## config.mk

```make
export PLATFORM = sky130hd
export DESIGN_NAME = snoop_bus_arbiter
export DESIGN_NICKNAME = d
export VERILOG_FILES = /design/src/rtl/snoop_arb_pkg.sv /design/src/rtl/snoop_bus_arbiter_rr_pick.sv /design/src/rtl/snoop_bus_arbiter.sv
export SDC_FILE = /design/constraint.sdc
export NUM_CORES = 1
export LEC_CHECK = 0
export ABC_CLOCK_PERIOD_IN_PS = 1700
export BUFFER_PORTS_ARGS = -buffer_cell sky130_fd_sc_hd__buf_4
export CORE_UTILIZATION = 29
export CTS_CLUSTER_SIZE = 10
export DETAILED_ROUTE_END_ITERATION = 8
export MAX_ROUTING_LAYER = met4
export SLEW_MARGIN = 20
export SYNTH_ARGS = -nofsm -noshare
export SYNTH_HDL_FRONTEND = slang
export SYNTH_SLANG_ARGS = --single-unit
```

## constraint.sdc

```tcl
create_clock -name clock -period 1.7 [get_ports clock]
set_clock_uncertainty 0.1 [all_clocks]
set_input_delay 0.34 -clock clock [delete_from_list [all_inputs] [get_ports clock]]
set_output_delay 0.34 -clock clock [all_outputs]
set_load 0.01 [all_outputs]
```

## src/rtl/snoop_arb_pkg.sv

```systemverilog
// Shared types and default sizing for the snoop-bus arbiter and its helpers.
package snoop_arb_pkg;

    typedef enum logic [1:0] {
        IDLE,
        BUSY,
        TURN
    } arb_state_e;

    localparam int unsigned DEF_NUM_CORES = 4;
    localparam int unsigned DEF_MAX_HOLD  = 15;

    typedef logic [$clog2(DEF_NUM_CORES)-1:0] core_id_t;

endpackage

```

## src/rtl/snoop_bus_arbiter_rr_pick.sv

```systemverilog
// Round-robin pick: first set request bit at or above i_rr_ptr, wrapping modulo N.
module rr_pick #(
    parameter int unsigned N = 4
) (
    input  logic [N-1:0]         i_req,
    input  logic [$clog2(N)-1:0] i_rr_ptr,
    output logic [$clog2(N)-1:0] o_sel,
    output logic                 o_any_req
);

    localparam int unsigned W = $clog2(N);

    int unsigned w_pos;
    logic [W-1:0] w_idx;
    logic         w_found;

    always_comb begin
        o_sel     = '0;
        o_any_req = |i_req;
        w_found   = 1'b0;
        w_pos     = 0;
        w_idx     = '0;
        for (int unsigned k = 0; k < N; k++) begin
            // Explicit wrap keeps non-power-of-2 core counts correct.
            w_pos = 32'(i_rr_ptr) + k;
            if (w_pos >= N) begin
                w_pos = w_pos - N;
            end
            w_idx = W'(w_pos);
            if (!w_found && i_req[w_idx]) begin
                w_found = 1'b1;
                o_sel   = w_idx;
            end
        end
    end

endmodule

```

## src/rtl/snoop_bus_arbiter.sv

```systemverilog
// Round-robin owner arbitration for the shared snoop bus: hold until done or
// request drop, forced release on hold timeout, one turnaround cycle between owners.
module snoop_bus_arbiter
    import snoop_arb_pkg::*;
#(
    parameter int unsigned NUM_CORES = DEF_NUM_CORES,
    parameter int unsigned MAX_HOLD  = DEF_MAX_HOLD
) (
    input  logic                         clock,
    input  logic                         reset,
    input  logic [NUM_CORES-1:0]         req,
    input  logic [NUM_CORES-1:0]         done,
    output logic [NUM_CORES-1:0]         grant,
    output logic [$clog2(NUM_CORES)-1:0] bus_owner,
    output logic                         bus_valid,
    output logic                         timeout_err
);

    localparam int unsigned ID_W = $clog2(NUM_CORES);
    localparam int unsigned HC_W = $clog2(MAX_HOLD + 1);

    arb_state_e           r_state;
    logic [NUM_CORES-1:0] r_grant;
    logic [ID_W-1:0]      r_owner;
    logic [ID_W-1:0]      r_rr_ptr;
    logic [HC_W-1:0]      r_hold_cnt;
    logic                 r_valid;
    logic                 r_timeout;

    logic [ID_W-1:0]      w_sel;
    logic                 w_any_req;
    logic [NUM_CORES-1:0] w_sel_onehot;
    logic                 w_release;
    logic                 w_timeout;
    logic [ID_W-1:0]      w_next_ptr;

    rr_pick #(
        .N(NUM_CORES)
    ) u_pick (
        .i_req     (req),
        .i_rr_ptr  (r_rr_ptr),
        .o_sel     (w_sel),
        .o_any_req (w_any_req)
    );

    assign w_sel_onehot = {{(NUM_CORES-1){1'b0}}, 1'b1} << w_sel;

    // Only the owner's done/req bits matter; done wins over a coincident timeout.
    assign w_release  = (r_state == BUSY) && (done[r_owner] || !req[r_owner]);
    assign w_timeout  = (r_state == BUSY) && !w_release &&
                        (r_hold_cnt == HC_W'(MAX_HOLD - 1));
    assign w_next_ptr = (r_owner == ID_W'(NUM_CORES - 1)) ? '0 : r_owner + 1'b1;

    always_ff @(posedge clock or posedge reset) begin
        if (reset) begin
            r_state    <= IDLE;
            r_grant    <= '0;
            r_owner    <= '0;
            r_rr_ptr   <= '0;
            r_hold_cnt <= '0;
            r_valid    <= 1'b0;
            r_timeout  <= 1'b0;
        end else begin
            r_timeout <= 1'b0;
            case (r_state)
                IDLE: begin
                    if (w_any_req) begin
                        r_state    <= BUSY;
                        r_grant    <= w_sel_onehot;
                        r_owner    <= w_sel;
                        r_valid    <= 1'b1;
                        r_hold_cnt <= '0;
                    end
                end
                BUSY: begin
                    if (w_release || w_timeout) begin
                        r_state   <= TURN;
                        r_grant   <= '0;
                        r_valid   <= 1'b0;
                        r_rr_ptr  <= w_next_ptr;
                        r_timeout <= w_timeout;
                    end else if (r_hold_cnt != HC_W'(MAX_HOLD)) begin
                        r_hold_cnt <= r_hold_cnt + 1'b1;
                    end
                end
                TURN: begin
                    r_state <= IDLE;
                end
                default: begin
                    r_state <= IDLE;
                end
            endcase
        end
    end

    assign grant       = r_grant;
    assign bus_owner   = r_owner;
    assign bus_valid   = r_valid;
    assign timeout_err = r_timeout;

endmodule

```

==> impl_metrics.json, run 1 <==
{
  "status": "finished, violations left",
  "violations": "setup timing",
  "power_density_nw_per_um2": 1640,
  "use_met1": 0.190,
  "timing.rr.start": "bus_owner[0]",
  "numCtsBuffers": 3,
  "via_per_inst": 5.07,
  "fin_crit_ns": 1.83,
  "slew_viol_final": 0,
  "postCtsHoldBufs": 0,
  "cap_violations": 0,
  "synth.distinct_cells": 34,
  "insertion_delay_ns": 0.29,
  "die_w_um": 55.9,
  "setup_viol": 11,
  "clk_pin_slew_ns": 0.10,
  "grt_first_pass_wirelength_mm": 3.55,
  "drt_wl_total_mm": 2.19,
  "tritoncts": "done",
  "netlist_instances": 79,
  "p_leak_uw": 0.000641,
  "dr.pass1.iters": 2,
  "layout-drive-gt1-share": 0.466,
  "critPathMaxFanout": 6,
  "vias": 755,
  "cts_max_level": 1,
  "p_int_uw": 1270,
  "slew-limit-headroom": 0.590,
  "crit_start": "bus_owner[0]",
  "start_util": 0.306,
  "critPathLaunchType": "register",
  "grt_max_degree": 17,
  "rsz0062_at_grt": "yes",
  "yosys.area.top_type_share": 0.475,
  "synth-seq-cells": 16,
  "antenna_found_initial": 0,
  "nets": 132,
  "yosysTopAreaCell": "dfrtp_1",
  "synth.avg_cell_area_um2": 10.7,
  "crit_type": "reg -> reg",
  "tightestPinTransition_ns": 0.614,
  "wire_per_inst_um": 14.7,
  "synth_nets": 92,
  "ir_drop_mv": 1.23,
  "cts_root_buf": "clkbuf_4",
  "post-route-period-util": 1.07,
  "reg2reg_depth": 5,
  "max_stage_delay_ns": 0.47,
  "area_growth_pct": 49.6,
  "io_pins": 18,
  "finish.utilization": 0.457,
  "end_kind": "register",
  "use_met2": 0.250,
  "yosysWarnings": 0,
  "place.detailed.hpwl_mm": 1.55,
  "cts_buffer_depth": 2,
  "netlist_area_um2": 843,
  "crit_arrival_ns": 1.92,
  "grt_overflow": 0,
  "die_h_um": 55.9,
  "cp.depth": 5,
  "path_buf_inv": 0,
  "synth_area_leaders": "dfrtp_1, ha_1, nand2_1",
  "netSwitchingFraction": 0.386,
  "crit_chain": "and4b_1 -> nor4_4 -> nand3b_1 -> nand2b_4 -> a22o_1",
  "p_switching_uw": 797,
  "io_buffers": 17,
  "path_delay_family": "simple AND/OR/NAND/NOR gates",
  "dp_cells": 142,
  "comb_power_share": 0.545,
  "track_usage": 0.151,
  "dieArea_um2": 3130,
  "use_met3": 0.0372,
  "busiest_layer": "met2",
  "drtIter0Drc": 10,
  "pwr-share-clk": 0.125,
  "fp.coreArea_um2": 2760,
  "antennaDiodeCount": 0,
  "required_ns": 1.79,
  "crit_slowest_cell": "dfrtp_2",
  "nFillCells": 260,
  "cts_sinks": 16,
  "place.gp.congestion": 0.771,
  "antenna_left": 0,
  "power_frac_seq": 0.331,
  "drc": 0,
  "hold_viol_final": 0,
  "hold_path.class": "in -> async",
  "worst_slack_ns": -0.127,
  "fin_cells": 149,
  "rows": 19,
  "grt_pass1_vias": 784,
  "seq_area_frac_synth": 0.475,
  "fmax_mhz": 547
}
per-layer routing:
| layer | wire length (µm) | up-vias |
|---|---|---|
| li1 | - | 372 |
| met1 | 971 | 370 |
| met2 | 1140 | 11 |
| met3 | 59 | 2 |
| met4 | 13 | 0 |
| met5 | 0 | - |
registers in the layout, summed over array words and instances (netlist names):
name,flops
bus_valid,1
r_rr_ptr,2
bus_owner,2
r_hold_cnt,4
r_state,2
grant,4
timeout_err,1
path summary, 6_finish.rpt:
check,endpoint,slack (ns)
min,bus_valid,0.01
min reg2reg,bus_valid,0.40
min in group clock,bus_valid,0.40
max reg2reg,grant[1],-0.13
max in group asynchronous,bus_owner[0],1.05
max,grant[1],-0.13
Yosys cell counts:
master / number
xnor2_1: 1
nand3_1: 1
o22ai_1: 1
nor4_2: 1
and4b_2: 1
and4bb_2: 1
nor3_1: 1
a21o_2: 2
nor4_1: 2
o21ai_0: 2
and4bb_1: 1
o2bb2ai_1: 2
mux2i_1: 1
o21a_1: 2
nor4b_2: 1
nor2_1: 6
nand3b_1: 1
nand2_1: 7
o31ai_1: 1
nand2b_2: 1
o41ai_1: 1
a22o_1: 2
a211o_1: 1
dfrtp_1: 16
ha_1: 3
a2111oi_1: 1
nand2b_1: 1
mux2_2: 2
and4b_1: 1
inv_1: 6
or3_1: 2
a211oi_1: 1
a21o_1: 2
a21oi_1: 4
cells in the final DEF, fill, tap and decap left out, types with 2 or more instances in the layout:
| cell | instances |
|---|---|
| dfrtp_2 | 2 |
| clkbuf_4 | 3 |
| nor4_1 | 2 |
| or3_1 | 2 |
| nand2_2 | 3 |
| a22o_1 | 2 |
| dfrtp_1 | 14 |
| o21a_1 | 2 |
| buf_4 | 34 |
| a21o_1 | 2 |
| a21o_2 | 2 |
| nand2_1 | 4 |
| nor2_1 | 6 |
| o2bb2ai_1 | 2 |
| inv_1 | 6 |
| o21ai_0 | 2 |
| a21oi_1 | 4 |
| ha_1 | 3 |
| mux2_4 | 2 |
power by group through the flow:
stage	Combinational (µW)	Sequential [µW]	Clock, µW
after floorplan	470	698	0
after global placement	899	683	0
after detailed placement	907	685	0
after CTS	1000	680	264
after global routing	1230	704	277
final	1120	683	257
what timing repair did:
item	CTS	global route
resized for setup	5	5
pin swaps	7	4
buffers inserted	1	2
setup endpoints to repair	11	12
endpoints found under the hold margin	0	0
layout make-up:
type | instances | area, µm² | share of cell area
repair buffers | 35 | 267 | 0.211
multi-input cells | 57 | 494 | 0.392
clock buffers | 4 | 36.3 | 0.0288
well taps | 31 | 38.8 | 0.0308
inverters | 6 | 22.5 | 0.0179
flip-flops and latches | 16 | 403 | 0.319
cells by family after synthesis:
| group | after synthesis | share of synthesized area |
|---|---|---|
| xor gates and xnor gates | 1 | 0.0104 |
| adders and majority gates | 3 | 0.0445 |
| AOI/OAI and AO/OA | 22 | 0.191 |
| muxes | 3 | 0.0386 |
| buffers and inverters | 6 | 0.0267 |
| DFF | 16 | 0.475 |
| and+or+nand+nor | 28 | 0.214 |
stage by stage:
stage	setup WS [ns]	instance area (µm²)	power, µW	setup TNS (ns)	hold slack, ns
final	-0.127	1260	2060	-0.769	0.0145
after global routing	-0.175	1260	2210	-1.50	0.0701
after CTS	-0.124	1210	1950	-0.950	0.0329
after detailed placement	-0.165	1140	1590	-1.05	0.360
after global placement	-0.123	1140	1580	-0.873	0.349
after floorplan	-0.0508	866	1170	-0.243	0.154
No activity file was read; power rests on OpenSTA's default activity.
==> run 2: changes to the inputs <==
--- a/config.mk
+++ b/config.mk
@@ -5,12 +5,14 @@
 export SDC_FILE = /design/constraint.sdc
 export NUM_CORES = 1
 export LEC_CHECK = 0
+export ABC_AREA = 1
 export ABC_CLOCK_PERIOD_IN_PS = 1700
 export BUFFER_PORTS_ARGS = -buffer_cell sky130_fd_sc_hd__buf_4
 export CORE_UTILIZATION = 29
 export CTS_CLUSTER_SIZE = 10
 export DETAILED_ROUTE_END_ITERATION = 8
 export MAX_ROUTING_LAYER = met4
+export PLACE_DENSITY = 0.49
 export SLEW_MARGIN = 20
 export SYNTH_ARGS = -nofsm -noshare
 export SYNTH_HDL_FRONTEND = slang
==> run 2 against run 1 <==
  * The flow finishes with violations (hold timing)
  * Clock-buffer cell count stayed put
  * Worst setup slack better by 0.21 ns
  * Non-clock buffer count fell by 10
  * Synthesized area is 32% higher
  * Critical path depth up 6
  * Total power increased by 35%
  * Die area grew 31%
  * Cell count up 60%
==> impl_metrics.json, run 2 <==
{
  "hold_viol_final": 5,
  "violations": "hold timing",
  "ir_drop_mv": 0.561,
  "r2r_slack_ns": 0.09,
  "grt_max_degree": 17,
  "synthFlopType": "dfrtp_1",
  "fp.coreArea_um2": 3660,
  "crit_arrival_ns": 1.65,
  "r2r_end": "grant[1]",
  "synth_area_leaders": "dfrtp_1, nand2_1, nand2_2",
  "hold_path.class": "in -> async",
  "drt_wl_total_mm": 2.65,
  "place.detailed.hpwl_mm": 2.08,
  "fin_hold_ws_ns": -0.00185,
  "netlist_area_um2": 1110,
  "nets": 205,
  "grt_pass1_vias": 1071,
  "rsz0062_at_grt": "yes",
  "multiInputGateArea_um2": 697,
  "tritoncts": "done",
  "postCtsHoldBufs": 0,
  "antennaDiodeCount": 0,
  "timing.rr.start": "r_rr_ptr[0]",
  "via_per_inst": 4.47,
  "synth_common_cells": "nand2_1, inv_1, dfrtp_1, nand2_2, nand3_1",
  "io_pins": 18,
  "io_buffers": 17,
  "clk_pin_slew_ns": 0.06,
  "netlist_instances": 162,
  "dr.pass1.iters": 4,
  "grt_first_pass_wirelength_mm": 4.50,
  "setup_viol": 0,
  "area_growth_pct": 34.9,
  "tightestPinTransition_ns": 0.213,
  "crit_type": "reg -> reg",
  "cts_sinks": 16,
  "status": "finished, violations left",
  "worst_slack_ns": 0.0882,
  "ff_latch_area_um2": 403,
  "vias": 1068,
  "final_cell_mix": "nand2_1, buf_4, nand2_2",
  "antenna_left": 0,
  "synth.most_common_cell": "nand2_1",
  "post-route-period-util": 0.948,
  "antenna_found_initial": 0,
  "synth_simple_gate_area_frac": 0.457,
  "nFillCells": 391,
  "synthAdderAreaFrac": 0.0337,
  "dieArea_um2": 4090,
  "critPathMaxFanout": 6,
  "cap_violations": 0,
  "slew-limit-headroom": 0.858,
  "seq_area_frac_synth": 0.360,
  "start_util": 0.304,
  "synth.distinct_cells": 21,
  "synth-seq-cells": 16,
  "power_density_nw_per_um2": 1860,
  "synthMuxAreaShare": 0,
  "synth_xor_xnor_area_share": 0.0157,
  "cts_max_level": 1,
  "die_h_um": 64.0,
  "wire_per_inst_um": 11.1,
  "synth.avg_cell_area_um2": 6.87,
  "critPathLaunchType": "register",
  "layout-drive-gt1-share": 0.377,
  "layout_commonest_cell": "nand2_1",
  "p_leak_uw": 0.000841,
  "die_w_um": 64.0,
  "end_kind": "register",
  "fmax_mhz": 620,
  "numCtsBuffers": 3,
  "synthArstFlopShare": 1.00,
  "rows": 22,
  "cts_root_buf": "clkbuf_8",
  "grt_overflow": 0,
  "yosysWarnings": 0,
  "place_ws_ns": 0.0808,
  "synth_top_family_by_area": "simple AND/OR/NAND/NOR gates",
  "synth_edf_count": 0,
  "yosys.area.top_type_share": 0.360,
  "synth-compound-area-share": 0.0494,
  "drtIter0Drc": 59,
  "slew_viol_final": 0,
  "place.gp.congestion": 0.810,
  "cts_buffer_depth": 2,
  "reg2reg_depth": 11,
  "track_usage": 0.145,
  "drc": 0,
  "yosysTopAreaCell": "dfrtp_1",
  "insertion_delay_ns": 0.25,
  "fin_crit_ns": 1.61,
  "tns_ns": 0,
  "synth_nets": 175,
  "required_ns": 1.74
}
==> run 2: cell types whose count changed in the layout (fill, tap and decap cells not counted), sizes merged, moves of 3 or more <==
cell   previous run  this run
a21o              4         0
a21oi             4         0
buf              35        25
inv               6        21
nand2             7        78
nand3             1        18
nor4              3         0
o21ai             2         8
==> run 2: how the worst max path moves through the flow <==
stage | from | endpoint | slack (ns) | depth (start not counted)
2_1_floorplan | r_rr_ptr[0] | grant[0] | 0.27 | 11
3_3_place_gp | r_rr_ptr[0] | grant[0] | 0.11 | 11
3_5_place_dp | r_rr_ptr[0] | grant[1] | 0.08 | 11
4_1_cts | r_rr_ptr[0] | grant[1] | 0.07 | 11
5_1_grt | r_rr_ptr[0] | grant[0] | -0.04 | 11
6_report | r_rr_ptr[0] | grant[1] | 0.09 | 11
==> run 2: critical path: stages (launching register included) <==
cell and delay, ns:
dfrtp_2 0.47, buf_6 0.14, nand2_2 0.05, nand2_2 0.09, nand2_2 0.09, nand2_4 0.07
nor2_4 0.12, nand2_2 0.08, nor2_2 0.10, nor2_2 0.05, nand3_1 0.09, nand2_1 0.05
==> run 2: per-layer routing <==
layer  vias to the layer above  share of wire  global-route usage
li1                        565              -                   -
met1                       500           0.43               0.169
met2                         1           0.56               0.251
met3                         2         0.0064              0.0161
met4                         0         0.0083              0.0597
met5                         -              0                   -
==> run 2: power by group <==
part           switching, µW  internal [µW]  total, µW
logic                   1100            699       1790
clock network            127            205        332
registers                137            525        662
==> run 2: cell families after synthesis <==
logic type | Yosys count
and+or+nand+nor | 108
buffers and inverters | 23
DFF | 16
AOI/OAI and AO/OA | 10
adders and majority gates | 3
xor gates and xnor gates | 2
==> run 2: area by class of cell <==
class / count / share of cell area
Timing Repair Buffer: 25 / 0.130
Multi-Input combinational cell: 123 / 0.464
Clock buffer: 4 / 0.0366
Tap cell: 48 / 0.0400
Sequential cell: 16 / 0.268
Timing Repair inverter: 1 / 0.00333
Inverter: 22 / 0.0583
==> run 2: per-stage QoR <==
step | utilization | power (µW) | hold slack, ns | instances | cell area [µm²]
after floorplan | - | 1770 | 0.154 | 162 | 1110
after global placement | 0.363 | 2170 | 0.271 | 231 | 1330
after detailed placement | 0.363 | 2200 | 0.274 | 231 | 1330
after CTS | 0.378 | 2540 | 0.00319 | 235 | 1380
after global routing | 0.410 | 3090 | 0.00875 | 239 | 1500
final | 0.410 | 2790 | -0.00185 | 239 | 1500
==> run 2: what timing repair did <==
item,4_1_cts,5_1_grt
setup buffers,0,3
gates resized for setup,0,28
endpoints found under the setup margin,0,6
==> run 3: changes to the inputs <==
--- a/config.mk
+++ b/config.mk
@@ -8,11 +8,11 @@
 export ABC_AREA = 1
 export ABC_CLOCK_PERIOD_IN_PS = 1700
 export BUFFER_PORTS_ARGS = -buffer_cell sky130_fd_sc_hd__buf_4
-export CORE_UTILIZATION = 29
+export CORE_UTILIZATION = 50
 export CTS_CLUSTER_SIZE = 10
 export DETAILED_ROUTE_END_ITERATION = 8
 export MAX_ROUTING_LAYER = met4
-export PLACE_DENSITY = 0.49
+export PLACE_DENSITY = 0.76
 export SLEW_MARGIN = 20
 export SYNTH_ARGS = -nofsm -noshare
 export SYNTH_HDL_FRONTEND = slang
==> run 3 against run 2 <==
  * The flow now finishes without violations
  * First-iteration DRC count down 37%
  * Final area down 6.8%
  * Routed wire length up 8.3%
  * Die area down 41%
  * Total power down 4.5%
  * Cell count down 9.2%
  * Clock-buffer cell count down 1
  * Fmax down 5.2%
  * Register-to-register slack worse by 0.09 ns
  * Critical path depth up 1
==> impl_metrics.json, run 3 (synthesis gave the netlist of run 2 again) <==
{
  "cts_root_buf": "clkbuf_4",
  "antenna_found_initial": 0,
  "nFillCells": 172,
  "grt_overflow": 0,
  "cts_buffer_depth": 2,
  "track_usage": 0.235,
  "drt_wl_total_mm": 2.87,
  "die_h_um": 49.2,
  "grt_first_pass_wirelength_mm": 4.34,
  "place.gp.congestion": 0.838,
  "layout-drive-gt1-share": 0.337,
  "hold_path.class": "in -> async",
  "postCtsHoldBufs": 0,
  "critPathLaunchType": "register",
  "hold_viol_final": 0,
  "vias": 1138,
  "end_kind": "register",
  "numCtsBuffers": 3,
  "drc": 0,
  "grt_max_degree": 17,
  "dp_cells": 208,
  "slew-limit-headroom": 0.608,
  "post-route-period-util": 1.00,
  "finish.utilization": 0.692,
  "crit_arrival_ns": 1.78,
  "crit_type": "reg -> reg",
  "place.detailed.hpwl_mm": 1.93,
  "slew_viol_final": 0,
  "start_util": 0.551,
  "setup_viol": 0,
  "nets": 205,
  "cts_max_level": 1,
  "drtIter0Drc": 37,
  "insertion_delay_ns": 0.28,
  "power_uw": 2660,
  "rsz0062_at_grt": "yes",
  "io_pins": 18,
  "timing.rr.start": "r_rr_ptr[1]",
  "tritoncts": "done",
  "power_density_nw_per_um2": 1900,
  "p_leak_uw": 0.000797,
  "required_ns": 1.78,
  "final_cell_mix": "nand2_1, buf_4, nand2_2",
  "post-route-cell-area_um2": 1400,
  "cts_sinks": 16,
  "postPlaceCellArea_um2": 1290,
  "status": "finished, final reports clean",
  "die_w_um": 49.2,
  "tightestPinTransition_ns": 0.588,
  "fp.coreArea_um2": 2020,
  "via_per_inst": 5.24,
  "area_growth_pct": 25.7,
  "grt_pass1_vias": 1070,
  "crit_start": "r_rr_ptr[1]",
  "antennaDiodeCount": 0,
  "ir_drop_mv": 1.10,
  "fmax_mhz": 588,
  "fin_crit_ns": 1.70,
  "io_buffers": 17,
  "dr.pass1.iters": 4,
  "dieArea_um2": 2420,
  "rows": 16,
  "critPathMaxFanout": 6,
  "cap_violations": 0,
  "antenna_left": 0,
  "layout_commonest_cell": "nand2_1",
  "wire_per_inst_um": 13.2,
  "fin_cells": 217,
  "clk_pin_slew_ns": 0.09
}
run 3: cell count changes in the layout (fill, tap and decap cells not counted):
cell	previous run	this run
clkbuf_8	4	0
nor2_2	3	2
nand3_2	2	1
clkinv_2	1	0
buf_6	2	1
clkbuf_4	0	3
nand2_4	8	2
buf_4	23	25
nor2_4	1	2
inv_2	5	4
nand3_1	15	16
inv_4	0	1
nand2_1	51	57
run 3: layout make-up:
class | instances | area [µm²] | share of cell area
timing repair buffer | 26 | 199 | 0.142
clock buffer | 3 | 22.5 | 0.0161
inverter | 22 | 90.1 | 0.0643
tap | 27 | 33.8 | 0.0241
sequential | 16 | 403 | 0.288
multi-input combinational | 123 | 652 | 0.466
run 3: critical path, cell delays in order, from the launching register on:
cell and delay, ns:
dfrtp_2 0.47, inv_4 0.10, nand2_1 0.07, nand2_2 0.13
nand2_1 0.07, nand2_1 0.09, nand2_1 0.12, inv_2 0.10
nand2_4 0.07, nor2_4 0.08, nor2_2 0.05, nand3_1 0.09
nand2_1 0.06
run 3: layer usage:
metal / GRT usage / share of wire / wire length [µm] / vias up
met2: 0.413 / 0.52 / 1500 / 30
met5: - / 0 / 0 / -
li1: - / - / - / 565
met1: 0.278 / 0.44 / 1260 / 539
met4: 0.0833 / 0.0098 / 28 / 0
met3: 0.0187 / 0.029 / 82 / 4
run 3: final timing paths:
check / to / slack, ns / cells after the start
worst min register to register: grant[0] / 0.39 / 2
worst max-delay path: grant[0] / 0.0001 / 12
worst max register to register: grant[0] / 0.0001 / 12
worst min-delay path: r_hold_cnt[2] / 0.02 / 2
min in group clock: timeout_err / 0.34 / 6
max in group asynchronous: r_rr_ptr[0] / 1.06 / 2
run 3: stage by stage:
| stage | setup slack (ns) | setup TNS (ns) | hold slack (ns) |
|---|---|---|---|
| 2_1_floorplan | 0.266 | 0 | 0.154 |
| 3_3_place_gp | 0.0947 | 0 | 0.340 |
| 3_5_place_dp | 0.0641 | 0 | 0.355 |
| 4_1_cts | 0.0479 | 0 | 0.0454 |
| 5_1_grt | -0.122 | -0.630 | 0.0723 |
| 6_report | 0.000142 | 0 | 0.0186 |
run 3: repair_timing:
action                     CTS  global route
gates resized for setup      0            16
setup buffers                0             6
setup endpoints to repair    0             6
run 3: report_power, final:
group	internal, µW	switching [µW]	leakage [µW]
logic	682	1130	0.000578
clock network	82.2	114	0.0000138
registers	524	133	0.000205
